<file path="src/rtl/usb2_ext_out_drain_if.sv">
// usb2_ext_out_drain_if
//   Bundles the endpoint 2 OUT buffer read/release port and the outgoing
//   byte stream used by usb2_ext_out_drain.
//   master : the drain (drives address, arm and the stream side).
//   slave  : the buffer plus the stream sink.
//   Buffer : ext_buf_out_hasdata, ext_buf_out_len, ext_buf_out_addr,
//            ext_buf_out_q (1-cycle read latency), ext_buf_out_arm,
//            ext_buf_out_arm_ack.
//   Stream : out_data, out_valid, out_last, out_ready.
interface usb2_ext_out_drain_if #(
  parameter int ADDR_W = 9
);
  logic              ext_buf_out_hasdata;
  logic [9:0]        ext_buf_out_len;
  logic [ADDR_W-1:0] ext_buf_out_addr;
  logic [7:0]        ext_buf_out_q;
  logic              ext_buf_out_arm;
  logic              ext_buf_out_arm_ack;
  logic [7:0]        out_data;
  logic              out_valid;
  logic              out_last;
  logic              out_ready;

  modport master (
    input  ext_buf_out_hasdata, ext_buf_out_len, ext_buf_out_q,
           ext_buf_out_arm_ack, out_ready,
    output ext_buf_out_addr, ext_buf_out_arm, out_data, out_valid, out_last
  );

  modport slave (
    output ext_buf_out_hasdata, ext_buf_out_len, ext_buf_out_q,
           ext_buf_out_arm_ack, out_ready,
    input  ext_buf_out_addr, ext_buf_out_arm, out_data, out_valid, out_last
  );
endinterface

</file>
<file path="src/rtl/usb2_ext_out_drain.sv">
// usb2_ext_out_drain
//   Drains committed packets from the endpoint 2 OUT buffer on the ext_clk
//   side: reads the packet bytes through the 1-cycle-latency read port,
//   emits them as a valid/ready stream with last, then releases the buffer
//   with a 4-phase arm/arm_ack handshake.
//   Ports:
//     ext_clk, reset      clock and synchronous active-high reset
//     drain_en            allows a new packet to start
//     bus (master)        buffer read/release port and output stream
//     pkt_done, pkt_len   completion pulse and byte count of the packet
//     err_overlen         pulse when the buffer reports len > MAX_LEN
//     err_arm_timeout     pulse when an arm handshake phase times out
module usb2_ext_out_drain #(
  parameter int MAX_LEN     = 512,
  parameter int ADDR_W      = 9,
  parameter int ARM_TIMEOUT = 1024
) (
  input  logic                  ext_clk,
  input  logic                  reset,
  input  logic                  drain_en,
  usb2_ext_out_drain_if.master  bus,
  output logic                  pkt_done,
  output logic [9:0]            pkt_len,
  output logic                  err_overlen,
  output logic                  err_arm_timeout
);

  localparam logic [1:0] IDLE    = 2'd0;
  localparam logic [1:0] READ    = 2'd1;
  localparam logic [1:0] ARM     = 2'd2;
  localparam logic [1:0] ARM_CLR = 2'd3;

  localparam logic [9:0]       MAX_LEN_V = 10'(MAX_LEN);
  localparam int               TMR_W     = $clog2(ARM_TIMEOUT + 1);
  localparam logic [TMR_W-1:0] TMR_LAST  = TMR_W'(ARM_TIMEOUT - 1);

  logic [1:0]        state;
  logic [9:0]        len_q;
  logic [9:0]        rd_cnt;
  logic [9:0]        tx_cnt;
  logic [ADDR_W-1:0] addr_q;
  logic              issue_q;
  logic              ret_valid;
  logic              arm_q;
  logic [TMR_W-1:0]  timer;
  logic [1:0]        skid_cnt;
  logic [7:0]        skid_data [2];

  logic              start;
  logic              over;
  logic              head_valid;
  logic [7:0]        head_data;
  logic              pop;
  logic              is_last;
  logic [2:0]        occ;
  logic              issue;
  logic              pop_skid;
  logic              push;

  assign start = (state == IDLE) && drain_en && bus.ext_buf_out_hasdata;
  assign over  = bus.ext_buf_out_len > MAX_LEN_V;
  assign err_overlen = start && over && !reset;

  // The returning read byte is presented directly when the skid buffer is
  // empty, so the first beat appears in the same cycle its data returns.
  // A returned byte that is not taken that cycle drops into the skid buffer.
  assign head_valid = (skid_cnt != 2'd0) || ret_valid;
  assign head_data  = (skid_cnt != 2'd0) ? skid_data[0] : bus.ext_buf_out_q;
  assign pop        = head_valid && bus.out_ready;
  assign is_last    = (tx_cnt == len_q - 10'd1);

  assign bus.out_valid        = head_valid;
  assign bus.out_data         = head_valid ? head_data : 8'd0;
  assign bus.out_last         = head_valid && is_last;
  assign bus.ext_buf_out_addr = addr_q;
  assign bus.ext_buf_out_arm  = arm_q;

  // Buffered plus in-flight bytes are limited to two. The byte leaving this
  // cycle frees its slot, which keeps 1 byte/cycle with out_ready held high.
  assign occ   = {1'b0, skid_cnt} + {2'b00, ret_valid} + {2'b00, issue_q};
  assign issue = (state == READ) && (rd_cnt < len_q) &&
                 (occ < (3'd2 + {2'b00, pop}));

  assign pop_skid = pop && (skid_cnt != 2'd0);
  assign push     = ret_valid && !(pop && (skid_cnt == 2'd0));

  always_ff @(posedge ext_clk) begin
    if (reset) begin
      skid_cnt     <= 2'd0;
      skid_data[0] <= 8'd0;
      skid_data[1] <= 8'd0;
    end else begin
      case ({pop_skid, push})
        2'b01: begin
          skid_data[skid_cnt[0]] <= bus.ext_buf_out_q;
          skid_cnt               <= skid_cnt + 2'd1;
        end
        2'b10: begin
          skid_data[0] <= skid_data[1];
          skid_cnt     <= skid_cnt - 2'd1;
        end
        2'b11: begin
          if (skid_cnt == 2'd1) begin
            skid_data[0] <= bus.ext_buf_out_q;
          end else begin
            skid_data[0] <= skid_data[1];
            skid_data[1] <= bus.ext_buf_out_q;
          end
        end
        default: ;
      endcase
    end
  end

  always_ff @(posedge ext_clk) begin
    if (reset) begin
      state           <= IDLE;
      len_q           <= 10'd0;
      rd_cnt          <= 10'd0;
      tx_cnt          <= 10'd0;
      addr_q          <= '0;
      issue_q         <= 1'b0;
      ret_valid       <= 1'b0;
      arm_q           <= 1'b0;
      timer           <= '0;
      pkt_done        <= 1'b0;
      pkt_len         <= 10'd0;
      err_arm_timeout <= 1'b0;
    end else begin
      pkt_done        <= 1'b0;
      err_arm_timeout <= 1'b0;
      issue_q         <= issue;
      ret_valid       <= issue_q;
      case (state)
        IDLE: begin
          if (start) begin
            len_q  <= over ? MAX_LEN_V : bus.ext_buf_out_len;
            rd_cnt <= 10'd0;
            tx_cnt <= 10'd0;
            state  <= READ;
          end
        end
        READ: begin
          if (issue) begin
            addr_q <= rd_cnt[ADDR_W-1:0];
            rd_cnt <= rd_cnt + 10'd1;
          end
          if (pop) begin
            tx_cnt <= tx_cnt + 10'd1;
          end
          if ((len_q == 10'd0) || (pop && is_last)) begin
            pkt_done <= 1'b1;
            pkt_len  <= len_q;
            arm_q    <= 1'b1;
            timer    <= '0;
            state    <= ARM;
          end
        end
        ARM: begin
          if (bus.ext_buf_out_arm_ack) begin
            arm_q <= 1'b0;
            timer <= '0;
            state <= ARM_CLR;
          end else if (timer == TMR_LAST) begin
            err_arm_timeout <= 1'b1;
            arm_q           <= 1'b0;
            state           <= IDLE;
          end else begin
            timer <= timer + 1'b1;
          end
        end
        ARM_CLR: begin
          if (!bus.ext_buf_out_arm_ack) begin
            state <= IDLE;
          end else if (timer == TMR_LAST) begin
            err_arm_timeout <= 1'b1;
            state           <= IDLE;
          end else begin
            timer <= timer + 1'b1;
          end
        end
        default: state <= IDLE;
      endcase
    end
  end

endmodule

</file>
<file path="src/flat_wrapper.sv">
// flat-port wrapper written by rule: the top's interface ports become plain ports
module usb2_ext_out_drain_flat 
#(
  parameter int MAX_LEN     = 512,
  parameter int ADDR_W      = 9,
  parameter int ARM_TIMEOUT = 1024
)
  (ext_clk, reset, drain_en, pkt_done, pkt_len, err_overlen, err_arm_timeout, bus_ext_buf_out_hasdata, bus_ext_buf_out_len, bus_ext_buf_out_q, bus_ext_buf_out_arm_ack, bus_out_ready, bus_ext_buf_out_addr, bus_ext_buf_out_arm, bus_out_data, bus_out_valid, bus_out_last);
  usb2_ext_out_drain_if #(.ADDR_W(ADDR_W)) bus_i ();
  input  logic ext_clk;
  input  logic reset;
  input  logic drain_en;
  output logic pkt_done;
  output logic [9:0] pkt_len;
  output logic err_overlen;
  output logic err_arm_timeout;
  input wire logic [$bits(bus_i.ext_buf_out_hasdata)-1:0] bus_ext_buf_out_hasdata;
  input wire logic [$bits(bus_i.ext_buf_out_len)-1:0] bus_ext_buf_out_len;
  input wire logic [$bits(bus_i.ext_buf_out_q)-1:0] bus_ext_buf_out_q;
  input wire logic [$bits(bus_i.ext_buf_out_arm_ack)-1:0] bus_ext_buf_out_arm_ack;
  input wire logic [$bits(bus_i.out_ready)-1:0] bus_out_ready;
  output wire logic [$bits(bus_i.ext_buf_out_addr)-1:0] bus_ext_buf_out_addr;
  output wire logic [$bits(bus_i.ext_buf_out_arm)-1:0] bus_ext_buf_out_arm;
  output wire logic [$bits(bus_i.out_data)-1:0] bus_out_data;
  output wire logic [$bits(bus_i.out_valid)-1:0] bus_out_valid;
  output wire logic [$bits(bus_i.out_last)-1:0] bus_out_last;
  assign bus_i.ext_buf_out_hasdata = bus_ext_buf_out_hasdata;
  assign bus_i.ext_buf_out_len = bus_ext_buf_out_len;
  assign bus_i.ext_buf_out_q = bus_ext_buf_out_q;
  assign bus_i.ext_buf_out_arm_ack = bus_ext_buf_out_arm_ack;
  assign bus_i.out_ready = bus_out_ready;
  assign bus_ext_buf_out_addr = bus_i.ext_buf_out_addr;
  assign bus_ext_buf_out_arm = bus_i.ext_buf_out_arm;
  assign bus_out_data = bus_i.out_data;
  assign bus_out_valid = bus_i.out_valid;
  assign bus_out_last = bus_i.out_last;
  usb2_ext_out_drain #(.MAX_LEN(MAX_LEN), .ADDR_W(ADDR_W), .ARM_TIMEOUT(ARM_TIMEOUT)) u_core (.ext_clk(ext_clk), .reset(reset), .drain_en(drain_en), .bus(bus_i), .pkt_done(pkt_done), .pkt_len(pkt_len), .err_overlen(err_overlen), .err_arm_timeout(err_arm_timeout));
endmodule
</file>
<file path="config.mk">
export PLATFORM = sky130hd
export DESIGN_NAME = usb2_ext_out_drain_flat
export DESIGN_NICKNAME = d
export VERILOG_FILES = /design/src/rtl/usb2_ext_out_drain_if.sv /design/src/rtl/usb2_ext_out_drain.sv /design/src/flat_wrapper.sv
export SDC_FILE = /design/constraint.sdc
export NUM_CORES = 1
export LEC_CHECK = 0
export CORE_MARGIN = 4
export CORE_UTILIZATION = 53
export DETAILED_ROUTE_END_ITERATION = 12
export PLACE_DENSITY = 0.81
export SETUP_SLACK_MARGIN = 0.3
export SKIP_CTS_REPAIR_TIMING = 1
export SLEW_MARGIN = 30
export SYNTH_ARGS = -nofsm -noshare
export SYNTH_HDL_FRONTEND = slang
export SYNTH_SLANG_ARGS = --single-unit
export TNS_END_PERCENT = 50
</file>
<file path="constraint.sdc">
create_clock -name ext_clk -period 4.37 [get_ports ext_clk]
set_clock_uncertainty 0.1 [all_clocks]
set_input_delay 0.874 -clock ext_clk [delete_from_list [all_inputs] [get_ports ext_clk]]
set_output_delay 0.874 -clock ext_clk [all_outputs]
set_load 0.05 [all_outputs]
</file>
### Word-level counts from Yosys, hierarchy flattened

Memories as Yosys holds them, arrays and structs flattened.
Cells that the tools add are included.

* RAM bits: 16
* output and inout port bits: 33
* memory bits (read-only): 0
* bits of input ports: 24
* word-level logic and storage cells: 132
* bits in registers: 69
* memories: 1
* latch bits: 0

Memories
* u_core.skid_data: depth 2, bits a word 8, rd ports 2, clocked after Yosys merged registers in 0, wr ports 2, line usb2_ext_out_drain.sv:47 `logic [7:0] skid_data [2];`

* $mul: 0
* equality and inequality tests: 15
* bitwise gates (word level): 5
* $lt $le $gt $ge: 3
* add/sub/neg operators: 9
* muxes and demuxes: 52
* div/mod/pow operators: 0
* reductions and logical operators: 34
* shift operators: 0

Operator list (count)
* 8-bit 2-to-1 mux: 7
* 11-bit 2-to-1 mux: 4
* 10-bit 2-to-1 mux: 4
* 10-bit case mux with 2 select lines: 2
* 11-bit case mux with 3 select lines: 1
* 1-bit 2-to-1 mux: 25
* 10-bit by 1-bit adder with 10-bit output (second input constant): 2
* 1-bit logical AND: 12
* 3-bit AND reduction: 4
* 11-bit by 1-bit adder with 11-bit output (second input constant): 1
* 11-bit by 10-bit equality test with 1-bit output (second input constant): 1
* 10-bit equality test: 1
* 10-bit > comparator (second input constant): 1
* 10-bit logical NOT: 1
* 10-bit < comparator: 1
* 2-bit 2-to-1 mux: 5
* 10-bit by 1-bit subtractor with 10-bit output (second input constant): 1
* 2-bit equality test (second input constant): 4
* 2-bit case mux with 4 select lines: 1
* 2-bit AND reduction: 4
* 2-bit nonzero test: 4
* 8-bit OR reduction: 1
* 2-bit by 1-bit equality test with 1-bit output (second input constant): 3
* 2-bit by 1-bit != test with 1-bit output (second input constant): 3
* other kinds (17): 25

### Longest topological paths before layout

Gate-level depths: netlist of run 1.

* word-level depth: 14
* depth in mapped cells: 13
* depth with buffers taken out: 10

### Worst setup path before layout of run 1

No wires, ideal clock.

* path type: input port to output port
* start point: input bus_ext_buf_out_len[9]
* end point: output err_overlen
* stages on the path: 3
* buffers on the path: 1
* slack: 1.020 ns
* data arrival time: 2.376 ns
* required time: 3.396 ns
* cell sequence: clkbuf_1 > o41ai_1 > nor3_1

* longest elaborated chain between the ends: 3

Ends and longest elaborated chain
* from (decl): line flat_wrapper.sv:18 `input wire logic [$bits(bus_i.ext_buf_out_len)-1:0] bus_ext_buf_out_len;`
* 10-bit > comparator: line usb2_ext_out_drain.sv:61 `assign over = bus.ext_buf_out_len > MAX_LEN_V;`
* 1-bit logical AND (2 in series): line usb2_ext_out_drain.sv:62 `assign err_overlen = start && over && !reset;`
* to (decl): line flat_wrapper.sv:15 `output logic err_overlen;`

No other way between the ends.

### Final worst setup path of run 1

* start point: register u_core.len_q[1]
* end point: output bus_out_last

* longest elaborated chain between the ends: 3

Ends and longest elaborated chain
* from (decl): line usb2_ext_out_drain.sv:38 `logic [9:0] len_q;`
* from (signal assigned): line usb2_ext_out_drain.sv:137 `len_q <= over ? MAX_LEN_V : bus.ext_buf_out_len;`
* 10-bit by 1-bit subtractor with 10-bit output: line usb2_ext_out_drain.sv:70 `assign is_last = (tx_cnt == len_q - 10'd1);`
* 10-bit equality test: line usb2_ext_out_drain.sv:70
* 1-bit logical AND: line usb2_ext_out_drain.sv:74 `assign bus.out_last = head_valid && is_last;`
* to (decl): line flat_wrapper.sv:26 `output wire logic [$bits(bus_i.out_last)-1:0] bus_out_last;`

No other way between the ends.

==> impl_metrics.ini, run 1 <==
[global_routing]
grt_first_pass_wirelength_um = 18990
gr_ovfl_total = 0
gr-usage-all-layers_pct = 22.61
grt_max_degree = 31
first_global_vias = 4010
grt-busiest-layer = met2
initial_antenna_violation_count = 0
gr-usage-met1_pct = 29.12
gr-usage-met3_pct = 4.232
globalRouteMet2Util_pct = 37.83

[floorplan]
die_w_um = 101.8
num_rows = 33
initial_core_util_pct = 55.68
die_height_um = 101.8
die_area_um2 = 10370
io_pins = 57
design.core.area_um2 = 8382

[synthesis]
synthesis.nets = 596
synthFlopType = dfxtp_1
post_synth_main_area_contributors = dfxtp_1, edfxtp_1, ha_1, mux2i_1, o21ai_0
netlist_area_um2 = 4667
syn_area_per_cell_um2 = 8.485
synthDominantAreaCellType = dfxtp_1
proportion_of_netlist_area_held_by_the_largest_area_contributor_pct = 29.60
ys.warnings.count = 0
synth_enable_flop_cells = 16
ys_seq_area_share_pct = 39.89
synth_register_bits = 85
post_synthesis_cells = 550
synth_cell_type_count = 57
proportion_of_synthesized_flip_flops_having_asynchronous_set_or_reset_pct = 0

[route]
routed-via-count = 4229
drt_drc_violations_left = 0
avgViaCountPerCell = 6.016
total_routed_wirelength_um = 11300
avgRoutedWirePerCell_um = 16.08
ant_nets = 0
drt_iter0_drc = 263
detail_route.first_pass.iterations = 5

[final_layout]
antenna-diode-count = 0
area_delta_synth_final_pct = 18.42
drive_above_1_share_pct = 6.689
finalInstanceArea_um2 = 5527
finalCoreUtilization_pct = 65.94
num-nets-final = 639

[pwr]
power_per_cell_area_nw_per_um2 = 415.6
p_leak_nw = 2.136
ir_worst_vdd_mv = 0.2001

[sta]
post-route-min-period_ns = 3.833
timing.final.crit_share_pct = 87.71
worst_slack_ns = 0.5370
final-hold-violation-count = 0
fin_tns_setup_ns = 0
worst_slew_pin_slew_ns = 0.8417
maxClockFrequency_ghz = 0.2609
setup-violations-final = 0
rsz0062_at_grt = no
drv_slew = 0
worst_slew_margin_rel_pct = 43.89

[placement]
pre_cts_ws_ns = 0.7951
dpl.hpwl_um = 8070
placer_congestion = 0.9983
port_buffers = 56
placedInstanceArea_um2 = 5278

[worst_hold_path]
holdCritStartpoint = u_core.pkt_len[7]
min_delay_worst_endpoint = u_core.pkt_len[7]
worst_hold_path.num_cells = 2
holdCritPathClass = register to register

[run_status]
outcome = finished clean

[critical_path]
r2r_start = u_core.len_q[1]
timing.reg2reg.worst_path_depth = 10
worstSetupStartpointType = register
critical_path.endpoint_type = output port
crit_required_ns = 3.40
crit_type = register to output port
ff2ff_setup_slack_ns = 0.80
worst_path_fanout_max = 10
worstReg2RegEnd = u_core.timer[3]
critical_path_arrival_ns = 2.86

[job]
max_cap_violations = 0

[clock_network]
cts_max_level = 3
tritoncts.num_buffers = 9
clk_root_buffer_cell = clkbuf_8
clock_sink_count = 85
clk_latency_ns = 0.36
clk_path_buf_depth = 2
cts_tree = built
cts.reportedPaths.clkPinSlew_ns = 0.08
-- synthesized netlist by cell type (all sizes together) (3+ instances only) --
library cell,n
and3,8
xnor2,6
clkbuf,22
or4,4
a21oi,38
nand2b,9
inv,38
ha,21
a31oi,3
a21o,3
dfxtp,69
o31ai,6
nor4,7
a311oi,3
buf,7
xor2,12
o21ai,42
nor2,54
and4,5
nor3,12
nor3b,10
edfxtp,16
and2,11
a211oi,4
o21a,3
or3,13
o22ai,3
nand3,24
nand4,17
mux2i,20
nand2,39
-- state kept, by name, indices dropped and copies added (netlist names) --
name and cells:
u_core.len_q 10, u_core.skid_data 16, u_core.ret_valid 1, u_core.state 2, u_core.issue_q 1, u_core.rd_cnt 10
u_core.timer 11, u_core.bus.ext_buf_out_arm 1, u_core.err_arm_timeout 1, u_core.tx_cnt 10, u_core.bus.ext_buf_out_addr 9, u_core.pkt_done 1
u_core.pkt_len 10, u_core.skid_cnt 2
-- critical path: stages, from the launching register on --
cell	delay, ns
dfxtp_1	0.52
inv_1	0.14
ha_1	0.29
or3b_2	0.46
a211oi_1	0.25
nor3_1	0.09
nor4_2	0.37
and2_1	0.18
buf_4	0.19
-- power by group --
part           total (mW)  switching, mW  internal [mW]
registers           0.904         0.0504          0.854
clock network       0.665          0.288          0.378
logic               0.727          0.481          0.246
total                2.30          0.819           1.48
-- stage by stage --
step | hold WS [ns] | cells | power [mW]
2_1_floorplan | 0.3260 | 550 | 1.432
3_3_place_gp | 0.3392 | 687 | 1.608
3_5_place_dp | 0.3478 | 687 | 1.637
4_1_cts | 0.3666 | 703 | 2.296
5_1_grt | 0.3982 | 703 | 2.411
6_report | 0.3626 | 703 | 2.297
-- cells in the final DEF, fill, tap and decap left out, drive strengths merged, types with 10 or more instances in the layout --
cell type      instances
nand3                 24
nor3                  12
nand4                 17
dfxtp                 69
inv                   39
edfxtp                16
nor3b                 10
clkdlybuf4s50         54
mux2i                 20
xor2                  12
nor2                  54
and2                  11
or3                   13
nand2                 39
o21ai                 42
a21oi                 38
ha                    21
-- logic make-up after synthesis --
| logic type | count (synthesis) | synth area share, % |
|---|---|---|
| and+or+nand+nor | 222 | 25.50 |
| AOI/OAI and AO/OA | 115 | 14.96 |
| xor gates and xnor gates | 18 | 3.378 |
| buffers and inverters | 68 | 5.925 |
| DFF | 85 | 39.89 |
| adders and majority gates | 22 | 6.059 |
| muxes | 20 | 4.290 |
-- layer usage --
layer	part of all wire, %	vias to the layer above
met5	0	-
met4	2.5	0
met3	6.9	27
met2	48	174
met1	43	1988
li1	-	2040
-- how the worst max path moves through the flow --
stage | startpoint | to | slack (ns) | cells past startpoint
2_1_floorplan | bus_ext_buf_out_len[9] | err_overlen | 1.02 | 3
3_3_place_gp | u_core.len_q[0] | bus_out_last | 0.86 | 8
3_5_place_dp | u_core.len_q[0] | bus_out_last | 0.80 | 8
4_1_cts | u_core.len_q[0] | bus_out_last | 0.39 | 8
5_1_grt | u_core.len_q[1] | bus_out_last | 0.34 | 8
6_report | u_core.len_q[1] | bus_out_last | 0.54 | 8
-- area by class of cell --
| class | instances | area [µm²] |
|---|---|---|
| Inverter | 39 | 146.4 |
| Timing Repair Buffer | 61 | 605.6 |
| Sequential cell | 85 | 1863 |
| Clock inverter | 7 | 112.6 |
| Tap cell | 105 | 131.4 |
| Multi-Input combinational cell | 397 | 2544 |
| Fill cell | 690 | 2855 |
| Clock buffer | 9 | 123.9 |
Power figures use the tool's default switching activity.
==> inputs of run 2 (changes only) <==
- CORE_UTILIZATION: 53 -> 56
- PLACE_DENSITY: 0.81 -> 0.84
==> impl_metrics.ini, run 2 (same netlist as run 1, synthesis figures left out) <==
[clock_network]
cts_tree = built
clk_latency_ns = 0.35
clk_path_buf_depth = 2
cts.reportedPaths.clkPinSlew_ns = 0.09
tritoncts.num_buffers = 9
clock_sink_count = 85
cts_max_level = 3
clk_root_buffer_cell = clkbuf_8

[critical_path]
crit_family = simple AND/OR/NAND/NOR gates
critical_path_cell_count = 8
worstSetupEndpoint = bus_out_last
worst_path_fanout_max = 10
cp_cell_sequence = inv_1 > ha_1 > or3b_2 > a211oi_1 > nor3_1 > nor4_2 > and2_1 > buf_4
critical_path_arrival_ns = 2.92
worstReg2RegEnd = u_core.timer[3]
crit_start = u_core.len_q[1]
critical-path-slowest-cell = dfxtp_1
timing.reg2reg.worst_path_depth = 10
crit_type = register to output port
critical_path.endpoint_type = output port
ff2ff_setup_slack_ns = 0.76
path_buf_inv = 2
worstSetupStartpointType = register
r2r_start = u_core.len_q[1]
slowest_delay_ns = 0.54
crit_required_ns = 3.40

[global_routing]
grt_first_pass_wirelength_um = 18120
grt_max_degree = 39
gr-usage-met3_pct = 3.296
gr_ovfl_total = 0
grt-busiest-layer = met2
gr-usage-met1_pct = 26.87
initial_antenna_violation_count = 0
gr-usage-all-layers_pct = 22.25
first_global_vias = 3923
globalRouteMet2Util_pct = 40.03

[worst_hold_path]
holdCritPathClass = register to register
worst_hold_path.num_cells = 2

[final_layout]
registers.top_by_ff_count = u_core.skid_data
fill_count = 681
layout_common_cells = dfxtp_1, clkdlybuf4s50_1, nor2_1
most_common_cell_after_layout_fill_and_taps_aside = dfxtp_1
area_delta_synth_final_pct = 16.89
antenna-diode-count = 0
largestRegisters = u_core.skid_data (16), u_core.timer (11)
drive_above_1_share_pct = 6.533
finalInstanceArea_um2 = 5455
finalCoreUtilization_pct = 66.73
num-nets-final = 638
largest_register_ff_count = 16
final_cell_count_no_fill = 702

[route]
routed-via-count = 4145
avgViaCountPerCell = 5.905
total_routed_wirelength_um = 10900
drt_drc_violations_left = 0
detail_route.first_pass.iterations = 5
ant_nets = 0
avgRoutedWirePerCell_um = 15.53
drt_iter0_drc = 229

[sta]
fin_tns_setup_ns = 0
rsz0062_at_grt = no
worst_slew_margin_rel_pct = 43.18
final-hold-violation-count = 0
post-route-min-period_ns = 3.890
drv_slew = 0
maxClockFrequency_ghz = 0.2571
timing.final.crit_share_pct = 89.02
worst_slack_ns = 0.4799
worst_slew_pin_slew_ns = 0.8523
setup-violations-final = 0

[pwr]
ir_worst_vdd_mv = 0.3457
p_leak_nw = 2.090
power_per_cell_area_nw_per_um2 = 388.6

[placement]
dpl.hpwl_um = 7921
placedInstanceArea_um2 = 5270
port_buffers = 56
placedCellCount = 686
placer_congestion = 0.9493
pre_cts_ws_ns = 0.7573

[floorplan]
initial_core_util_pct = 57.09
io_pins = 57
design.core.area_um2 = 8175
num_rows = 33
die_area_um2 = 9859
die_w_um = 99.29
die_height_um = 99.29

[job]
max_cap_violations = 0

[run_status]
outcome = finished clean
run 2: worst min path at each step:
| stage | to | startpoint | slack [ns] |
|---|---|---|---|
| 2_1_floorplan | u_core.timer[10] | u_core.timer[10] | 0.33 |
| 3_3_place_gp | u_core.timer[10] | u_core.timer[10] | 0.34 |
| 3_5_place_dp | u_core.timer[10] | u_core.timer[10] | 0.34 |
| 4_1_cts | u_core.timer[10] | u_core.timer[10] | 0.36 |
| 5_1_grt | u_core.ret_valid | u_core.issue_q | 0.40 |
| 6_report | u_core.timer[10] | u_core.timer[10] | 0.36 |
run 2: per-layer routing:
layer	up-vias	part of all wire, %
met5	-	0
met1	1970	44
met4	0	1.9
met2	116	49
li1	2040	-
met3	19	4.8
run 2: final cells by class:
| class | count | area [µm²] | area share (%) |
|---|---|---|---|
| multi-input cells | 397 | 2544 | 46.63 |
| flip-flops and latches | 85 | 1863 | 34.15 |
| repair buffers | 60 | 598.1 | 10.96 |
| inverters | 39 | 146.4 | 2.683 |
| well taps | 105 | 131.4 | 2.408 |
| clock buffers | 9 | 123.9 | 2.271 |
| clock inverters | 7 | 48.80 | 0.8945 |
run 2: metrics by stage:
step | power [mW] | hold slack, ns
3_3_place_gp | 1.602 | 0.3386
3_5_place_dp | 1.628 | 0.3445
4_1_cts | 2.127 | 0.3585
6_report | 2.120 | 0.3633
5_1_grt | 2.235 | 0.3986
2_1_floorplan | 1.432 | 0.3260
run 2: report_power, final:
part	internal [mW]	total (mW)	switching [mW]
Combinational	0.245	0.714	0.469
Sequential	0.854	0.907	0.0526
Clock	0.207	0.499	0.292
Total	1.31	2.12	0.814
run 2: worst reg2reg max path: stages, from the launching register on:
cell	delay (ns)
dfxtp_1	0.54
inv_1	0.15
ha_1	0.30
or3b_2	0.47
a211oi_1	0.25
nor3_1	0.10
nand4b_1	0.24
nor4_4	0.40
nor2_2	0.28
or4_1	0.57
a21oi_1	0.15
